[src/rtl/exec_mul_seq_if.sv]
// Request/response handshake bundle for the sequential multiply unit.
// Member names match the unit's port list so waveforms read the same as the datapath docs.
interface exec_mul_seq_if #(
    parameter int W_OPR   = 32,
    parameter int W_FLAGS = 4
);
    logic               req_valid_i;
    logic               req_ready_o;
    logic [W_OPR-1:0]   opr0_i;
    logic [W_OPR-1:0]   opr1_i;
    logic               flush_i;
    logic               resp_valid_o;
    logic               resp_ready_i;
    logic [W_OPR-1:0]   result_o;
    logic [W_FLAGS-1:0] flags_o;
    logic               busy_o;

    modport master (
        output req_valid_i, opr0_i, opr1_i, flush_i, resp_ready_i,
        input  req_ready_o, resp_valid_o, result_o, flags_o, busy_o
    );

    modport slave (
        input  req_valid_i, opr0_i, opr1_i, flush_i, resp_ready_i,
        output req_ready_o, resp_valid_o, result_o, flags_o, busy_o
    );
endinterface

[src/rtl/exec_mul_seq.sv]
// Shift-add multiplier, one multiplier bit per cycle, fixed W_OPR-cycle latency.
// Result and flags encoding are bit-identical to the single-cycle MULX datapath.
module exec_mul_seq #(
    parameter int W_OPR   = 32,
    parameter int W_FLAGS = 4
) (
    input  logic               clk_i,
    input  logic               rst_i,
    exec_mul_seq_if.slave      bus
);
    localparam int W_CNT = $clog2(W_OPR) + 1;

    typedef enum logic [1:0] {
        ST_IDLE = 2'd0,
        ST_BUSY = 2'd1,
        ST_DONE = 2'd2
    } state_t;

    state_t               state_q, state_d;
    logic [2*W_OPR-1:0]   acc_q, acc_d;
    logic [2*W_OPR-1:0]   mcand_q, mcand_d;
    logic [W_OPR-1:0]     mplier_q, mplier_d;
    logic [W_CNT-1:0]     cnt_q, cnt_d;
    logic                 sign_q, sign_d;
    logic [W_OPR-1:0]     result_q, result_d;
    logic [W_FLAGS-1:0]   flags_q, flags_d;
    logic                 resp_valid_q, resp_valid_d;
    logic                 req_ready_q, req_ready_d;
    logic                 busy_q, busy_d;
    logic [2*W_OPR-1:0]   acc_step_s;

    // Next-state, datapath step and registered handshake outputs.
    always_comb begin
        state_d    = state_q;
        acc_d      = acc_q;
        mcand_d    = mcand_q;
        mplier_d   = mplier_q;
        cnt_d      = cnt_q;
        sign_d     = sign_q;
        result_d   = result_q;
        flags_d    = flags_q;
        acc_step_s = acc_q;

        if (mplier_q[0]) begin
            acc_step_s = acc_q + mcand_q;
        end else begin
            acc_step_s = acc_q;
        end

        // Flush wins over both the accept and the response handshake.
        if (bus.flush_i) begin
            state_d = ST_IDLE;
        end else begin
            case (state_q)
                ST_IDLE: begin
                    if (bus.req_valid_i) begin
                        acc_d    = '0;
                        mcand_d  = {{W_OPR{1'b0}}, bus.opr0_i};
                        mplier_d = bus.opr1_i;
                        cnt_d    = '0;
                        sign_d   = bus.opr0_i[W_OPR-1] ^ bus.opr1_i[W_OPR-1];
                        state_d  = ST_BUSY;
                    end else begin
                        state_d  = ST_IDLE;
                    end
                end
                ST_BUSY: begin
                    acc_d    = acc_step_s;
                    mcand_d  = mcand_q << 1;
                    mplier_d = mplier_q >> 1;
                    cnt_d    = cnt_q + W_CNT'(1);
                    if (cnt_q == W_CNT'(W_OPR - 1)) begin
                        result_d = acc_step_s[W_OPR-1:0];
                        flags_d  = {sign_q ^ acc_step_s[W_OPR-1],
                                    sign_q,
                                    ~|acc_step_s[W_OPR-1:0],
                                    |acc_step_s[2*W_OPR-1:W_OPR]};
                        state_d  = ST_DONE;
                    end else begin
                        state_d  = ST_BUSY;
                    end
                end
                ST_DONE: begin
                    if (bus.resp_ready_i) begin
                        state_d = ST_IDLE;
                    end else begin
                        state_d = ST_DONE;
                    end
                end
                default: begin
                    state_d = ST_IDLE;
                end
            endcase
        end

        resp_valid_d = (state_d == ST_DONE);
        req_ready_d  = (state_d == ST_IDLE);
        busy_d       = (state_d != ST_IDLE);
    end

    // State and datapath registers; reset discards any in-flight operation.
    always_ff @(posedge clk_i) begin
        if (rst_i) begin
            state_q      <= ST_IDLE;
            acc_q        <= '0;
            mcand_q      <= '0;
            mplier_q     <= '0;
            cnt_q        <= '0;
            sign_q       <= 1'b0;
            result_q     <= '0;
            flags_q      <= '0;
            resp_valid_q <= 1'b0;
            req_ready_q  <= 1'b1;
            busy_q       <= 1'b0;
        end else begin
            state_q      <= state_d;
            acc_q        <= acc_d;
            mcand_q      <= mcand_d;
            mplier_q     <= mplier_d;
            cnt_q        <= cnt_d;
            sign_q       <= sign_d;
            result_q     <= result_d;
            flags_q      <= flags_d;
            resp_valid_q <= resp_valid_d;
            req_ready_q  <= req_ready_d;
            busy_q       <= busy_d;
        end
    end

    assign bus.req_ready_o  = req_ready_q;
    assign bus.resp_valid_o = resp_valid_q;
    assign bus.result_o     = result_q;
    assign bus.flags_o      = flags_q;
    assign bus.busy_o       = busy_q;
endmodule

[src/flat_wrapper.sv]
// flat-port wrapper written by rule: the top's interface ports become plain ports
module exec_mul_seq_flat 
#(
    parameter int W_OPR   = 32,
    parameter int W_FLAGS = 4
)
  (clk_i, rst_i, bus_req_valid_i, bus_opr0_i, bus_opr1_i, bus_flush_i, bus_resp_ready_i, bus_req_ready_o, bus_resp_valid_o, bus_result_o, bus_flags_o, bus_busy_o);
  exec_mul_seq_if #(.W_OPR(W_OPR), .W_FLAGS(W_FLAGS)) bus_i ();
  input  logic clk_i;
  input  logic rst_i;
  input wire logic [$bits(bus_i.req_valid_i)-1:0] bus_req_valid_i;
  input wire logic [$bits(bus_i.opr0_i)-1:0] bus_opr0_i;
  input wire logic [$bits(bus_i.opr1_i)-1:0] bus_opr1_i;
  input wire logic [$bits(bus_i.flush_i)-1:0] bus_flush_i;
  input wire logic [$bits(bus_i.resp_ready_i)-1:0] bus_resp_ready_i;
  output wire logic [$bits(bus_i.req_ready_o)-1:0] bus_req_ready_o;
  output wire logic [$bits(bus_i.resp_valid_o)-1:0] bus_resp_valid_o;
  output wire logic [$bits(bus_i.result_o)-1:0] bus_result_o;
  output wire logic [$bits(bus_i.flags_o)-1:0] bus_flags_o;
  output wire logic [$bits(bus_i.busy_o)-1:0] bus_busy_o;
  assign bus_i.req_valid_i = bus_req_valid_i;
  assign bus_i.opr0_i = bus_opr0_i;
  assign bus_i.opr1_i = bus_opr1_i;
  assign bus_i.flush_i = bus_flush_i;
  assign bus_i.resp_ready_i = bus_resp_ready_i;
  assign bus_req_ready_o = bus_i.req_ready_o;
  assign bus_resp_valid_o = bus_i.resp_valid_o;
  assign bus_result_o = bus_i.result_o;
  assign bus_flags_o = bus_i.flags_o;
  assign bus_busy_o = bus_i.busy_o;
  exec_mul_seq #(.W_OPR(W_OPR), .W_FLAGS(W_FLAGS)) u_core (.clk_i(clk_i), .rst_i(rst_i), .bus(bus_i));
endmodule
[config.mk]
export PLATFORM = sky130hd
export DESIGN_NAME = exec_mul_seq_flat
export DESIGN_NICKNAME = d
export VERILOG_FILES = /design/src/rtl/exec_mul_seq_if.sv /design/src/rtl/exec_mul_seq.sv /design/src/flat_wrapper.sv
export SDC_FILE = /design/constraint.sdc
export NUM_CORES = 1
export LEC_CHECK = 0
export BUFFER_PORTS_ARGS = -buffer_cell sky130_fd_sc_hd__buf_4
export CORE_AREA = 4 4 115 199
export DETAILED_ROUTE_END_ITERATION = 16
export DIE_AREA = 0 0 119 203
export PLACE_DENSITY = 0.9
export SYNTH_ARGS = -nofsm -noshare
export SYNTH_HDL_FRONTEND = slang
export SYNTH_SLANG_ARGS = --single-unit
[constraint.sdc]
create_clock -name clk_i -period 5 [get_ports clk_i]
set_clock_uncertainty 0.2 [all_clocks]
set_input_delay 0.75 -clock clk_i [delete_from_list [all_inputs] [get_ports clk_i]]
set_output_delay 0.75 -clock clk_i [all_outputs]
set_load 0.005 [all_outputs]
# [Word level (Yosys, flattened, before mapping)]
# Index checks and enable logic that the tools add are counted.
[word_totals] wordCells=45 ram_bits=0 mem_bits_ro=0 latchBits=0 memories=0 regBits=208 in_bits=69
[classes] reduce_logical=10 n_eq_ne=5 mul=0 div=0 n_mux=14 shifts=0 n_lt_le_gt_ge=0 bitwise_logic=3 addsub=2
[op_table] op="64-bit one-hot mux with 2 select lines" n=2
[op_table] op="64-bit 2-to-1 mux" n=3
[op_table] op="64-bit adder" n=1
[op_table] op="32-bit one-hot mux with 2 select lines" n=1
[op_table] op="32-bit OR reduction" n=2
[op_table] op="32-bit 2-to-1 mux" n=1
[op_table] op="6-bit one-hot mux with 2 select lines" n=1
[op_table] op="3-bit AND reduction" n=3
[op_table] op="6-bit by 1-bit adder with 6-bit output, second input constant" n=1
[op_table] op="6-bit by 5-bit equality test with 1-bit output, second input constant" n=1
[op_table] op="2-bit 2-to-1 mux" n=3
[op_table] op="6-bit 2-to-1 mux" n=1
[op_table] op="2-bit one-hot mux with 3 select lines" n=1
[op_table] op="2-bit equality test, second input constant" n=2
[op_table] op="2-bit zero test" n=2
[op_table] op="2-bit nonzero test" n=2
[op_table] op="2-bit by 1-bit equality test with 1-bit output, second input constant" n=1
[op_table] op="2-bit != test, second input constant" n=1
[op_table] op="1-bit XOR" n=2
[op_table] op="1-bit zero test" n=1
[op_table] op="1-bit 2-to-1 mux" n=1
[op_table] op="1-bit NOT" n=1

# [Depth between registers and ports, before layout]
[depth] ltp_word=5 ltp_mapped=14

# [Worst setup path before layout]
# Ideal clock, no wire load.
[synth_path] path_kind="register to register" from="register u_core.mcand_q[0]" to="register u_core.flags_q[0] (netlist: u_core.bus.flags_o[0])" setup_slack_ns=1.261 setup_ns=0.128 arrival_ns=3.410 required_time_ns=4.672 path_stages_with_launch=15 cell_sequence="dfxtp_1 ha_1 fa_1 a211oi_2 o21ai_2 a221oi_2 o22a_1 and2_4 o31ai_1 xor2_1 a2111o_1 nor4_2 nand4_1 a2111oi_2 a31oi_1"
[synth_via] elab_chain_len=3
[synth_rtl] item="from (decl)" line="exec_mul_seq.sv:21" text="logic [2*W_OPR-1:0] mcand_q, mcand_d;"
[synth_rtl] item="from (signal assigned)" line="exec_mul_seq.sv:118" text="mcand_q <= mcand_d;"
[synth_rtl] item="64-bit adder" line="exec_mul_seq.sv:45" text="acc_step_s = acc_q + mcand_q;"
[synth_rtl] item="64-bit 2-to-1 mux" line="exec_mul_seq.sv:44" text="if (mplier_q[0]) begin"
[synth_rtl] item="32-bit OR reduction" line="exec_mul_seq.sv:77" text="|acc_step_s[2*W_OPR-1:W_OPR]};"
[synth_rtl] item="to (signal assigned)" line="exec_mul_seq.sv:123" text="flags_q <= flags_d;"
[synth_rtl] item="to (decl)" line="exec_mul_seq.sv:26" text="logic [W_FLAGS-1:0] flags_q, flags_d;"
# Every way passes these cells.
# A chain may end at the register's enable or synchronous reset.

# [Worst setup path after layout]
[layout_path] from="register u_core.mcand_q[14]" to="register u_core.flags_q[0] (netlist: u_core.bus.flags_o[0])"
# Same word-level chain as after synthesis.

==> impl_metrics.json <==
{
  "status": "complete, no violations",
  "grt_max_degree": 143,
  "worstMarginPinSlew_ns": 0.979,
  "startpoint_type": "flip-flop",
  "synth_edf_count": 0,
  "cts_root_buf": "clkbuf_16",
  "die_area_um2": 24200,
  "wirelength_um": 45700,
  "grt_pass1_vias": 12800,
  "clock_path_buffers": 3,
  "synthDistinctLibCells": 90,
  "top_layer": "met4",
  "ir_drop_mv": 0.296,
  "synth_cells": 1614,
  "cts_max_level": 1,
  "max_freq_ghz": 0.220,
  "vias": 12800,
  "ant_nets": 0,
  "first_pass_iters": 6,
  "post-synth-top-count-cell": "nor2_1",
  "grt_pass1_wl_um": 70100,
  "die_w_um": 119,
  "grt_overflow_total": 0,
  "crit_required_ns": 5.19,
  "placed_area_um2": 13500,
  "post-route-min-period_ns": 4.54,
  "fillers": 1813,
  "worst_setup_path_end_kind": "flip-flop",
  "drive_gt1_frac": 0.134,
  "cts_sinks": 208,
  "finalCritPeriodShare": 0.908,
  "io_pins": 108,
  "hp-start": "u_core.mplier_q[1]$_SDFFE_PP0P_",
  "route.layer.met1.wl_um": 15500,
  "avgViaCountPerCell": 6.52,
  "core_area_um2": 21400,
  "grtUsageTotal": 0.367,
  "drt_iter0_drc": 1074,
  "r2r_start": "u_core.mcand_q[14]$_SDFFE_PP0P_",
  "power_w": 0.00370,
  "arrival_ns": 4.74,
  "crit_path_start": "u_core.mcand_q[14]$_SDFFE_PP0P_",
  "initial_core_util": 0.589,
  "syn_to_final_growth_pct": 13.0,
  "cts_tree": "built",
  "ys_async_sr_fraction": 0,
  "rows": 71,
  "syn_area_um2": 12600,
  "ys_ff_latch": 208,
  "diodes": 0,
  "synth_common_cells": "nor2_1, dfxtp_1, a21oi_1",
  "nNetsFinal": 1789,
  "yosysSeqAreaShare": 0.330,
  "cts_buffers": 21,
  "r2r_cells": 13,
  "met2_length_um": 23900,
  "setup_viol": 0,
  "fin_area_um2": 14300,
  "dr_wl_met3_um": 2150,
  "postCtsHoldBufs": 0,
  "drc": 0,
  "ys.flop_type": "dfxtp_1",
  "p_per_area_nw_per_um2": 260,
  "cts_resized": 0,
  "clk_pin_slew_ns": 0.07,
  "finalHoldViolations": 0,
  "dpl.hpwl_um": 32900,
  "yosys.area.top_type": "dfxtp_1",
  "insertion_delay_ns": 0.53,
  "ys_top_cells_by_area": "dfxtp_1, a21oi_1, nor2_1, a22oi_1, ha_1",
  "rsz0062_at_grt": "false",
  "post_cts_buffers": 0,
  "ys.warnings.count": 0,
  "antenna_found_initial": 0,
  "drv_cap": 0,
  "gp_congestion": 1.04,
  "hp-class": "reg2reg",
  "synth_nets": 1748,
  "min_path_cells": 2,
  "wl_per_cell_um": 23.3,
  "crit_fanout": 8,
  "synth_top_cell_area_share": 0.330,
  "relSlewSlack": 0.348,
  "worst-setup-path-type": "reg2reg",
  "drv_slew": 0,
  "power_leakage_nw": 5.49,
  "die_y_um": 203,
  "portBuffers": 107,
  "tns_ns": 0,
  "syn_area_per_cell_um2": 7.81,
  "whs_ns": 0.255
}
kinds of logic (layout without fill, tap and decap cells):
kind of cell,count (synthesis),count (layout),synth area share
and+or+nand+nor,565,565,0.200
AOI/OAI and AO/OA,551,551,0.290
adders and majority gates,65,65,0.0651
muxes,38,38,0.0313
buffers and inverters,130,185,0.0442
DFF,208,208,0.330
xor gates and xnor gates,57,57,0.0396
area by class of cell:
type	count	area (µm²)	share of cell area
multi-input combinational	1276	7920	0.556
sequential	208	4170	0.292
timing repair buffer	132	1020	0.0716
clock buffer	29	576	0.0404
tap	292	365	0.0256
clock inverter	8	148	0.0104
inverter	16	60.1	0.00421
placed cells by master, fill, tap and decap left out, types with 8 or more instances in the layout:
master     netlist  final
nand4_1         29     29
a21oi_2         10     10
a21oi_1        197    197
a22oi_1        115    115
nor3_1          34     34
a21o_1          21     21
xnor2_1         32     32
clkbuf_16        0     21
mux2i_1         27     27
o21ai_0         57     57
inv_1           16     16
nand2_1        169    169
mux2_2          11     11
buf_4            1    129
ha_1            64     64
nand2b_1         8      8
a31oi_1         14     14
a211oi_1        33     33
o21a_1           9      9
o21bai_1         9      9
xor2_1          25     25
nor4_1          10     10
dfxtp_1        208    207
nor2_1         236    234
nand3_1         28     28
final timing paths:
path              slack, ns                                 end
setup reg to reg       0.46  u_core.bus.flags_o[0]$_SDFFE_PP0P_
hold reg to reg        0.25     u_core.mplier_q[1]$_SDFFE_PP0P_
setup / recovery       0.46  u_core.bus.flags_o[0]$_SDFFE_PP0P_
hold / removal         0.25     u_core.mplier_q[1]$_SDFFE_PP0P_
flip-flops by register name (all words and copies together) (netlist names):
name and flops:
u_core.bus.busy_o 1, u_core.cnt_q 6, u_core.state_q 2, u_core.bus.resp_valid_o 1
u_core.bus.flags_o 4, u_core.acc_q 64, u_core.sign_q 1, u_core.bus.result_o 32
u_core.bus.req_ready_o 1, u_core.mcand_q 64, u_core.mplier_q 32
critical path, stage by stage (launching register included):
cell       delay [ns]
dfxtp_1          0.33
ha_1             0.44
a21oi_1          0.15
o21ai_0          0.45
o21bai_1         0.17
a2111oi_0        0.71
nor3_2           0.17
o21ai_1          0.32
xor2_1           0.10
mux2_2           0.29
nor4_1           0.37
nand4_1          0.22
a2111oi_2        0.39
a31oi_1          0.12
stage by stage:
step	setup WS, ns	utilization	std cells
after CTS	0.644	0.666	1961
after global placement	0.714	0.632	1924
after global routing	0.298	0.666	1961
final	0.459	0.666	1961
after floorplan	1.26	-	1614
after detailed placement	0.661	0.632	1924
power breakdown:
part	switching [W]	total [W]	internal (W)	leakage, nW
Clock	0.000695	0.00171	0.00101	0.353
Combinational	0.000181	0.000283	0.000102	3.46
Sequential	0.0000214	0.00171	0.00169	1.68
per-layer routing:
metal	vias to the layer above	GRT usage
met5	-	0
met4	0	0.299
met2	523	0.670
met1	6076	0.368
met3	201	0.0446
li1	5977	-
No activity file was read; power rests on OpenSTA's default activity.
